### src/rtl/multiport_mem_requester.sv
// Initiator side of a multiport RAM: per-port load/store requests in, RAM bus
// driven from registered state, read data captured after the RAM read latency.
module multiport_mem_requester #(
    parameter int unsigned mem_size   = 4096,
    parameter int unsigned mem_width  = 12,
    parameter int unsigned addr_width = 12,
    parameter int unsigned port_count = 2,
    parameter int unsigned rd_lat     = 1
) (
    input  logic                             clk,
    input  logic                             reset,
    input  logic [port_count-1:0]            req_valid,
    output logic [port_count-1:0]            req_ready,
    input  logic [port_count-1:0]            req_write,
    input  logic [addr_width*port_count-1:0] req_addr,
    input  logic [mem_width*port_count-1:0]  req_wdata,
    output logic [port_count-1:0]            resp_valid,
    input  logic [port_count-1:0]            resp_ready,
    output logic [port_count-1:0]            resp_err,
    output logic [mem_width*port_count-1:0]  resp_rdata,
    output logic [addr_width*port_count-1:0] address,
    output logic [mem_width*port_count-1:0]  datain,
    output logic [port_count-1:0]            mem_write,
    input  logic [mem_width*port_count-1:0]  dataout
);

    localparam int unsigned CW = (rd_lat > 1) ? $clog2(rd_lat) : 1;

    typedef enum logic [1:0] {S_IDLE, S_ISSUE, S_WAIT, S_RESP} state_t;

    state_t                          state_q [port_count];
    state_t                          state_d [port_count];
    logic [CW-1:0]                   cnt_q   [port_count];
    logic [CW-1:0]                   cnt_d   [port_count];
    logic [port_count-1:0]           wr_q, wr_d, err_q, err_d;
    logic [port_count-1:0]           mem_write_q, mem_write_d;
    logic [port_count-1:0]           resp_valid_q, resp_valid_d;
    logic [port_count-1:0]           resp_err_q, resp_err_d;
    logic [mem_width*port_count-1:0]  resp_rdata_q, resp_rdata_d;
    logic [addr_width*port_count-1:0] address_q, address_d;
    logic [mem_width*port_count-1:0]  datain_q, datain_d;
    logic [port_count-1:0]           lose;

    assign resp_valid = resp_valid_q;
    assign resp_err   = resp_err_q;
    assign resp_rdata = resp_rdata_q;
    assign address    = address_q;
    assign datain     = datain_q;
    assign mem_write  = mem_write_q;

    // Same-address conflict with a store among idle requesters: lower index wins.
    always_comb begin
        lose = '0;
        for (int p = 1; p < int'(port_count); p++) begin
            for (int q = 0; q < p; q++) begin
                if (req_valid[p] && req_valid[q] &&
                    state_q[p] == S_IDLE && state_q[q] == S_IDLE &&
                    req_addr[p*addr_width +: addr_width] == req_addr[q*addr_width +: addr_width] &&
                    (req_write[p] || req_write[q]))
                    lose[p] = 1'b1;
            end
        end
    end

    always_comb begin
        for (int p = 0; p < int'(port_count); p++)
            req_ready[p] = !reset && (state_q[p] == S_IDLE) && !lose[p];
    end

    always_comb begin
        state_d      = state_q;
        cnt_d        = cnt_q;
        wr_d         = wr_q;
        err_d        = err_q;
        mem_write_d  = '0;
        resp_valid_d = resp_valid_q;
        resp_err_d   = resp_err_q;
        resp_rdata_d = resp_rdata_q;
        address_d    = address_q;
        datain_d     = datain_q;
        for (int p = 0; p < int'(port_count); p++) begin
            case (state_q[p])
                S_IDLE: begin
                    if (req_valid[p] && req_ready[p]) begin
                        address_d[p*addr_width +: addr_width] = req_addr[p*addr_width +: addr_width];
                        datain_d[p*mem_width +: mem_width]    = req_wdata[p*mem_width +: mem_width];
                        wr_d[p]        = req_write[p];
                        err_d[p]       = 32'(req_addr[p*addr_width +: addr_width]) >= mem_size;
                        mem_write_d[p] = req_write[p] && !err_d[p];
                        state_d[p]     = S_ISSUE;
                    end
                end
                S_ISSUE: begin
                    if (wr_q[p] || err_q[p]) begin
                        resp_valid_d[p] = 1'b1;
                        resp_err_d[p]   = err_q[p];
                        resp_rdata_d[p*mem_width +: mem_width] = '0;
                        state_d[p]      = S_RESP;
                    end else begin
                        cnt_d[p]   = CW'(rd_lat - 1);
                        state_d[p] = S_WAIT;
                    end
                end
                S_WAIT: begin
                    // Last wait cycle is the one where RAM dataout is valid.
                    if (cnt_q[p] == '0) begin
                        resp_valid_d[p] = 1'b1;
                        resp_err_d[p]   = 1'b0;
                        resp_rdata_d[p*mem_width +: mem_width] = dataout[p*mem_width +: mem_width];
                        state_d[p]      = S_RESP;
                    end else begin
                        cnt_d[p] = cnt_q[p] - CW'(1);
                    end
                end
                S_RESP: begin
                    if (resp_ready[p]) begin
                        resp_valid_d[p] = 1'b0;
                        resp_err_d[p]   = 1'b0;
                        resp_rdata_d[p*mem_width +: mem_width] = '0;
                        state_d[p]      = S_IDLE;
                    end
                end
                default: state_d[p] = S_IDLE;
            endcase
        end
    end

    always_ff @(posedge clk) begin
        if (reset) begin
            for (int p = 0; p < int'(port_count); p++) begin
                state_q[p] <= S_IDLE;
                cnt_q[p]   <= '0;
            end
            wr_q         <= '0;
            err_q        <= '0;
            mem_write_q  <= '0;
            resp_valid_q <= '0;
            resp_err_q   <= '0;
            resp_rdata_q <= '0;
            address_q    <= '0;
            datain_q     <= '0;
        end else begin
            for (int p = 0; p < int'(port_count); p++) begin
                state_q[p] <= state_d[p];
                cnt_q[p]   <= cnt_d[p];
            end
            wr_q         <= wr_d;
            err_q        <= err_d;
            mem_write_q  <= mem_write_d;
            resp_valid_q <= resp_valid_d;
            resp_err_q   <= resp_err_d;
            resp_rdata_q <= resp_rdata_d;
            address_q    <= address_d;
            datain_q     <= datain_d;
        end
    end

endmodule

### config.mk
export PLATFORM = sky130hd
export DESIGN_NAME = multiport_mem_requester
export DESIGN_NICKNAME = d
export VERILOG_FILES = /design/src/rtl/multiport_mem_requester.sv
export SDC_FILE = /design/constraint.sdc
export NUM_CORES = 1
export LEC_CHECK = 0
export ABC_AREA = 0
export BUFFER_PORTS_ARGS = -buffer_cell sky130_fd_sc_hd__buf_2
export CAP_MARGIN = 20
export CORE_ASPECT_RATIO = 1.2
export CORE_UTILIZATION = 35
export DETAILED_ROUTE_END_ITERATION = 12
export PLACE_DENSITY = 0.69
export SETUP_SLACK_MARGIN = 0.2
export SLEW_MARGIN = 20
export SYNTH_ARGS = -nofsm -noshare
export SYNTH_HDL_FRONTEND = slang
export SYNTH_SLANG_ARGS = --single-unit
### constraint.sdc
create_clock -name clk -period 2.3 [get_ports clk]
set_clock_uncertainty 0.1 [all_clocks]
set_input_delay 0.46 -clock clk [delete_from_list [all_inputs] [get_ports clk]]
set_output_delay 0.46 -clock clk [all_outputs]
set_load 0.01 [all_outputs]
==> impl_metrics.tcl, run 1 <==
set metrics [dict create \
    cts_sinks 82 \
    met2_length_mm 4.82 \
    clk_pin_slew_ns 0.06 \
    cts_htree_levels 3 \
    routed.top_layer "met4" \
    first_iter_violations 119 \
    ys_seq_elements 82 \
    grt_setup_unrepaired "yes" \
    synth_edf_count 0 \
    grt_max_degree 41 \
    status "complete, but fails checks" \
    netlist_area_sq_um 3390 \
    leakagePower_uw 0.00231 \
    timing.critical_path.to_type "primary output" \
    cts_buffer_depth 2 \
    core_region_area_sq_um 9470 \
    async_flop_share_pct 0 \
    holdPathStages 3 \
    met3_length_um 596 \
    tightest_slew_ns 0.830 \
    synth.largest_area_cell "dfxtp_1" \
    critPathLaunchType "flip-flop" \
    ys.flop_type "dfxtp_1" \
    arrival_ns 1.82 \
    synth_top_area_share_pct 48.4 \
    num_vias 3441 \
    cp_slowest_stage_delay_ns 0.42 \
    crit_fanout 2 \
    wl_met1_mm 3.92 \
    power_frac_seq_pct 36.9 \
    worst-endpoint-required_ns 1.74 \
    numCtsBuffers 9 \
    cts_tree "done" \
    syn_area_per_cell_sq_um 8.42 \
    regArea_sq_um 1650 \
    cts_hold_buf 0 \
    crit_buf_inv 2 \
    pwr-share-clk_pct 30.1 \
    fmax_mhz 420 \
    wl_per_cell_um 13.7 \
    synthCells 403 \
    criticalPathCategory "reg -> out" \
    multi_input_area_sq_um 1650 \
    n_antenna_cell 0 \
    grt_pass1_vias 3303 \
    combinationalPowerShare_pct 33.0 \
    ir_drop_v 0.000391 \
    setup_tns_ns -0.0806 \
    relSlewSlack_pct 44.3 \
    drtAntennaViolNets 0 \
    path_cells "inv_4 > ha_4 > and4_1 > o21ai_2 > or4_4 > and3_4 > buf_6" \
    dieWidth_um 91.9 \
    portBuffers 157 \
    layout_min_cycle_time_ns 2.38 \
    max-cap-violations 0 \
    initial_core_util_pct 35.9 \
    synth_common_cells "82 x dfxtp_1, 53 x a21oi_1, 52 x nand2_1" \
    worst-path-stages 7 \
    hold_viol_final 0 \
    track_usage_pct 18.9 \
    syn_to_final_growth_pct 42.6 \
    ys_seq_area_share_pct 48.4 \
    rows 39 \
    die-area_sq_um 10100 \
    slew_violations 0 \
    sw_frac_of_total_pct 32.9 \
    yosysUniqueCellTypes 38 \
    grt-ovfl-total 0 \
    antenna_found_initial 0 \
    place_congestion 0.738 \
    post-route-util_pct 51.1 \
    cp_slowest_cell "or4_4" \
    die_h_um 110 \
    fin_crit_sh_pct 104 \
    reg2reg_depth 8 \
    synth_area_leaders "dfxtp_1 48%, a21oi_1 7.8%, nand3_1 7.2%, nand2_1 5.8%, o21ai_0 5.6%" \
    vias_per_cell 4.92 \
    setup_ws_ns -0.0806 \
    ctsRootBufferMaster "clkbuf_16" \
    drc 0 \
    ios 160 \
    n_fill_cell 926 \
    nets 662 \
    path_delay_family "simple AND/OR/NAND/NOR gates" \
    synthMostInstantiatedCell "dfxtp_1" \
    hold_class "in -> reg" \
    setup_viol 1 \
    firstDrtPassIters 4 \
    yosys_warnings 0 \
    drt_wl_total_mm 9.61 \
    violations "negative setup slack" \
    drive_gt1_share_pct 39.0 \
    cell_internal_pwr_uw 3190 \
    power_density_nw_per_um2 982 \
    worstSkewPairLatency_ns 0.33 \
    fin_total_pwr_uw 4760 \
    hpwlAfterDp_mm 7.06 \
    power.switching_uw 1570 \
    grt_pass1_wl_mm 14.9 \
]
==> final timing paths <==
kind,startpoint,end,slack [ns]
setup reg to reg,state_q[0]$_SDFFE_PP0P_,wr_q[1]$_SDFFE_PP0P_,0.27
hold reg to reg,resp_rdata[15]$_SDFFE_PP0P_,resp_rdata[15]$_SDFFE_PP0P_,0.35
setup / recovery,state_q[0]$_SDFFE_PP0P_,req_ready[1],-0.08
hold / removal,req_wdata[0],datain[0]$_SDFFE_PP0P_,0.22
==> what timing repair did <==
item,in CTS,in global routing
endpoints found under the setup margin,3,13
pin swaps,3,3
gates resized for setup,5,5
setup buffers,9,2
==> through the flow <==
step / hold WS, ns / worst slack [ns] / instances / cell area, sq um
finish: 0.219 / -0.0806 / 700 / 4840
global route: 0.220 / -0.142 / 700 / 4840
CTS: 0.210 / -0.121 / 698 / 4810
detailed placement: 0.342 / -0.114 / 673 / 4440
global placement: 0.336 / -0.116 / 673 / 4440
floorplan: 0.363 / 0.157 / 404 / 3460
==> cell usage in the layout, fill, tap and decap left out, types with 2 or more instances in the layout <==
| cell | synthesis | final |
|---|---|---|
| clkbuf_1 | 25 | 2 |
| xnor2_2 | 0 | 3 |
| o2111ai_1 | 2 | 2 |
| xnor2_1 | 12 | 9 |
| a21o_1 | 13 | 13 |
| ha_4 | 0 | 2 |
| and3_4 | 1 | 2 |
| buf_2 | 3 | 156 |
| inv_1 | 8 | 4 |
| nor2_1 | 6 | 5 |
| inv_2 | 0 | 3 |
| nand2_1 | 52 | 52 |
| o21ai_0 | 38 | 37 |
| buf_4 | 2 | 31 |
| nand4_1 | 3 | 3 |
| nand3_1 | 49 | 49 |
| nor2b_1 | 4 | 4 |
| clkbuf_16 | 0 | 9 |
| a21oi_1 | 53 | 53 |
| and3_1 | 16 | 15 |
| a211oi_1 | 2 | 2 |
| dfxtp_2 | 0 | 3 |
| ha_1 | 10 | 8 |
| dfxtp_1 | 82 | 78 |
| a31oi_1 | 2 | 2 |
| buf_6 | 0 | 2 |
| conb_1 | 1 | 2 |
==> state kept, by name, summed over array words and instances, names as in the netlist <==
name        flops
resp_rdata     24
address        24
state_q         4
mem_write       2
wr_q            2
datain         24
resp_valid      2
==> worst reg2reg max path: cells and delay by family, from the launching register on <==
| family | cells | cell delay, ns |
|---|---|---|
| AOI/OAI and AO/OA | 2 | 0.23 |
| and+or+nand+nor | 3 | 0.81 |
| DFF | 1 | 0.35 |
| adders and majority gates | 1 | 0.12 |
| buffers and inverters | 2 | 0.31 |
==> logic make-up (layout without fill, tap and decap cells) <==
group	after synthesis	in the layout	share of synthesized area, %
and+or+nand+nor	140	140	20.5
AOI/OAI and AO/OA	117	117	19.4
DFF	82	82	48.4
buffers and inverters	41	214	4.87
xor gates and xnor gates	12	12	3.10
adders and majority gates	10	10	3.69
other	1	2	0.110
==> cell type report <==
type                       count  area share [%]
sequential                    82            34.1
multi-input combinational    281            34.1
tap                          123            3.18
clock inverter                 4            1.06
timing repair buffer         190            21.8
clock buffer                  12            5.09
inverter                       8           0.672
==> power by group through the flow <==
stage	clock network [uW]	logic [uW]	registers (uW)
6_report	1430	1570	1760
5_1_grt	1520	1740	1780
4_1_cts	1460	1550	1760
3_5_place_dp	0	1450	1790
3_3_place_gp	0	1400	1780
2_1_floorplan	0	828	1870
==> metal layers <==
metal | vias to the layer above | global-route usage (%)
met4 | 0 | 10.9
met1 | 1561 | 20.5
li1 | 1744 | -
met3 | 17 | 4.22
met2 | 119 | 33.8
met5 | - | 0
Note: power is estimated with default switching activity, not from simulation.
==> inputs of run 2 (changes only) <==
--- a/config.mk
+++ b/config.mk
@@ -11,6 +11,7 @@
 export CORE_ASPECT_RATIO = 1.2
 export CORE_UTILIZATION = 35
 export DETAILED_ROUTE_END_ITERATION = 12
+export GPL_TIMING_DRIVEN = 0
 export PLACE_DENSITY = 0.69
 export SETUP_SLACK_MARGIN = 0.2
 export SLEW_MARGIN = 20
==> impl_metrics.tcl, run 2 (synthesis gave the netlist of run 1 again) <==
set metrics [dict create \
    status "complete, but fails checks" \
    violations "negative setup slack" \
    antenna_found_initial 0 \
    criticalPathCategory "reg -> out" \
    mostFrequentLayoutCell "buf_2" \
    holdPathStages 3 \
    num_vias 3545 \
    cts_sinks 82 \
    fin_crit_sh_pct 110 \
    max-cap-violations 0 \
    die-area_sq_um 10100 \
    tightest_slew_ns 0.741 \
    die_h_um 110 \
    hold_class "in -> reg" \
    hpwlAfterDp_mm 7.44 \
    dieWidth_um 91.9 \
    grt_pass1_vias 3396 \
    timing.critical_path.to_type "primary output" \
    ctsRootBufferMaster "clkbuf_16" \
    multi_input_area_sq_um 1930 \
    slew_violations 0 \
    path_delay_family "simple AND/OR/NAND/NOR gates" \
    drtAntennaViolNets 0 \
    wl_per_cell_um 14.4 \
    relSlewSlack_pct 50.6 \
    grt_max_degree 14 \
    reg2reg_depth 11 \
    drt_wl_total_mm 10.3 \
    n_antenna_cell 0 \
    setup_viol 1 \
    path_cells "inv_4 > ha_4 > and4_1 > o21ai_2 > or4_1 > buf_6 > and3_4 > buf_2" \
    cts_htree_levels 3 \
    cts_hold_buf 0 \
    n_fill_cell 899 \
    cts_tree "done" \
    portBuffers 157 \
    critPathLaunchType "flip-flop" \
    crit_buf_inv 3 \
    grt_setup_unrepaired "yes" \
    cell_internal_pwr_uw 3280 \
    clk_pin_slew_ns 0.06 \
    power_frac_seq_pct 36.0 \
    routed.top_layer "met4" \
    cts_buffer_depth 2 \
    first_iter_violations 167 \
    hold_path.startpoint "req_wdata[4]" \
    drive_gt1_share_pct 44.9 \
    final_area_sq_um 5220 \
    nets 679 \
    combinationalPowerShare_pct 33.8 \
    worstSkewPairLatency_ns 0.33 \
    crit_fanout 5 \
    firstDrtPassIters 4 \
    regArea_sq_um 1650 \
    worst-path-stages 8 \
    min_to "datain[4]$_SDFFE_PP0P_" \
    fin_cells 716 \
    numCtsBuffers 9 \
    arrival_ns 1.96 \
    track_usage_pct 19.7 \
    rrSetupSlack_ns 0.12 \
    dp_cells 684 \
    cp_slowest_cell "or4_1" \
    initial_core_util_pct 35.9 \
    place_congestion 0.800 \
    ios 160 \
    post-route-util_pct 55.1 \
    drc 0 \
    r2r-start "state_q[1]$_SDFFE_PP0P_" \
    pwr-share-clk_pct 30.3 \
    vias_per_cell 4.95 \
    wl_met1_mm 4.29 \
    layout_min_cycle_time_ns 2.52 \
    worst-endpoint-required_ns 1.74 \
    ir_drop_v 0.000461 \
    met3_length_um 598 \
    dpl_worst_slack_ns -0.187 \
    leakagePower_uw 0.00238 \
    grt_pass1_wl_mm 15.6 \
    reg2reg_to "datain[21]$_SDFFE_PP0P_" \
    setup_ws_ns -0.224 \
    met2_length_mm 5.28 \
    power_density_nw_per_um2 941 \
    rows 39 \
    syn_to_final_growth_pct 53.7 \
    sw_frac_of_total_pct 33.1 \
    cp_slowest_stage_delay_ns 0.42 \
    power.switching_uw 1630 \
    core_region_area_sq_um 9470 \
    hold_viol_final 0 \
    final_cell_mix "159 x buf_2, 78 x dfxtp_1, 51 x nand2_1" \
    fmax_mhz 396 \
    placed_area_sq_um 4400 \
    grt-ovfl-total 0 \
]
==> run 2: changes by cell type in the layout (fill, tap and decap cells not counted), sizes merged <==
cell	before	now
clkbuf	12	36
clkinv	2	3
bufinv	1	2
buf	190	180
==> run 2: stage by stage <==
step / power, uW / setup TNS [ns] / hold WS (ns)
floorplan: 2700 / 0 / 0.363
global placement: 3160 / -0.175 / 0.335
detailed placement: 3220 / -0.732 / 0.344
CTS: 4780 / -0.273 / 0.216
global route: 5220 / -0.292 / 0.226
finish: 4910 / -0.224 / 0.221
==> run 2: power groups by stage <==
| stage | Combinational (uW) | Clock [uW] | Sequential (uW) |
|---|---|---|---|
| 4_1_cts | 1490 | 1530 | 1770 |
| 5_1_grt | 1840 | 1600 | 1790 |
| 6_report | 1660 | 1490 | 1770 |
| 3_3_place_gp | 1370 | 0 | 1790 |
| 2_1_floorplan | 828 | 0 | 1870 |
| 3_5_place_dp | 1420 | 0 | 1800 |
==> run 2: worst reg2reg max path, cell delays in order, from the launching register on <==
cell and delay (ns):
dfxtp_4 0.36, inv_4 0.06, ha_4 0.12, and4_1 0.18, o21ai_2 0.08, or4_1 0.42
buf_6 0.14, buf_4 0.13, buf_12 0.14, clkbuf_16 0.16, nand3_2 0.08, a21oi_2 0.06
==> run 2: worst max-delay path by stage <==
| stage | to | startpoint | slack (ns) |
|---|---|---|---|
| floorplan | req_ready[1] | req_addr[12] | 0.16 |
| global placement | req_ready[1] | req_addr[12] | -0.17 |
| detailed placement | req_ready[1] | req_addr[12] | -0.19 |
| CTS | req_ready[1] | state_q[2]$_SDFFE_PP0P_ | -0.27 |
| global route | req_ready[1] | state_q[3]$_SDFFE_PP0P_ | -0.29 |
| finish | req_ready[1] | state_q[1]$_SDFFE_PP0P_ | -0.22 |
==> run 2: layer usage <==
| layer | vias up | track usage [%] |
|---|---|---|
| li1 | 1774 | - |
| met5 | - | 0 |
| met4 | 0 | 8.93 |
| met3 | 13 | 4.56 |
| met2 | 108 | 35.6 |
| met1 | 1650 | 22.2 |
==> run 2: timing repair <==
action / 4_1_cts / 5_1_grt
cloned: 0 / 2
setup buffers: 7 / 8
pin swaps: 2 / 21
resized for setup: 9 / 81
setup endpoints to repair: 21 / 39
==> run 2: area by class of cell <==
| cell class | count | area share, % |
|---|---|---|
| clock inverter | 6 | 1.58 |
| timing repair buffer | 174 | 18.5 |
| multi-input combinational | 281 | 37.0 |
| buffer | 33 | 3.38 |
| inverter | 8 | 0.671 |
| clock buffer | 9 | 4.32 |
| tap | 123 | 2.95 |
| sequential | 82 | 31.7 |
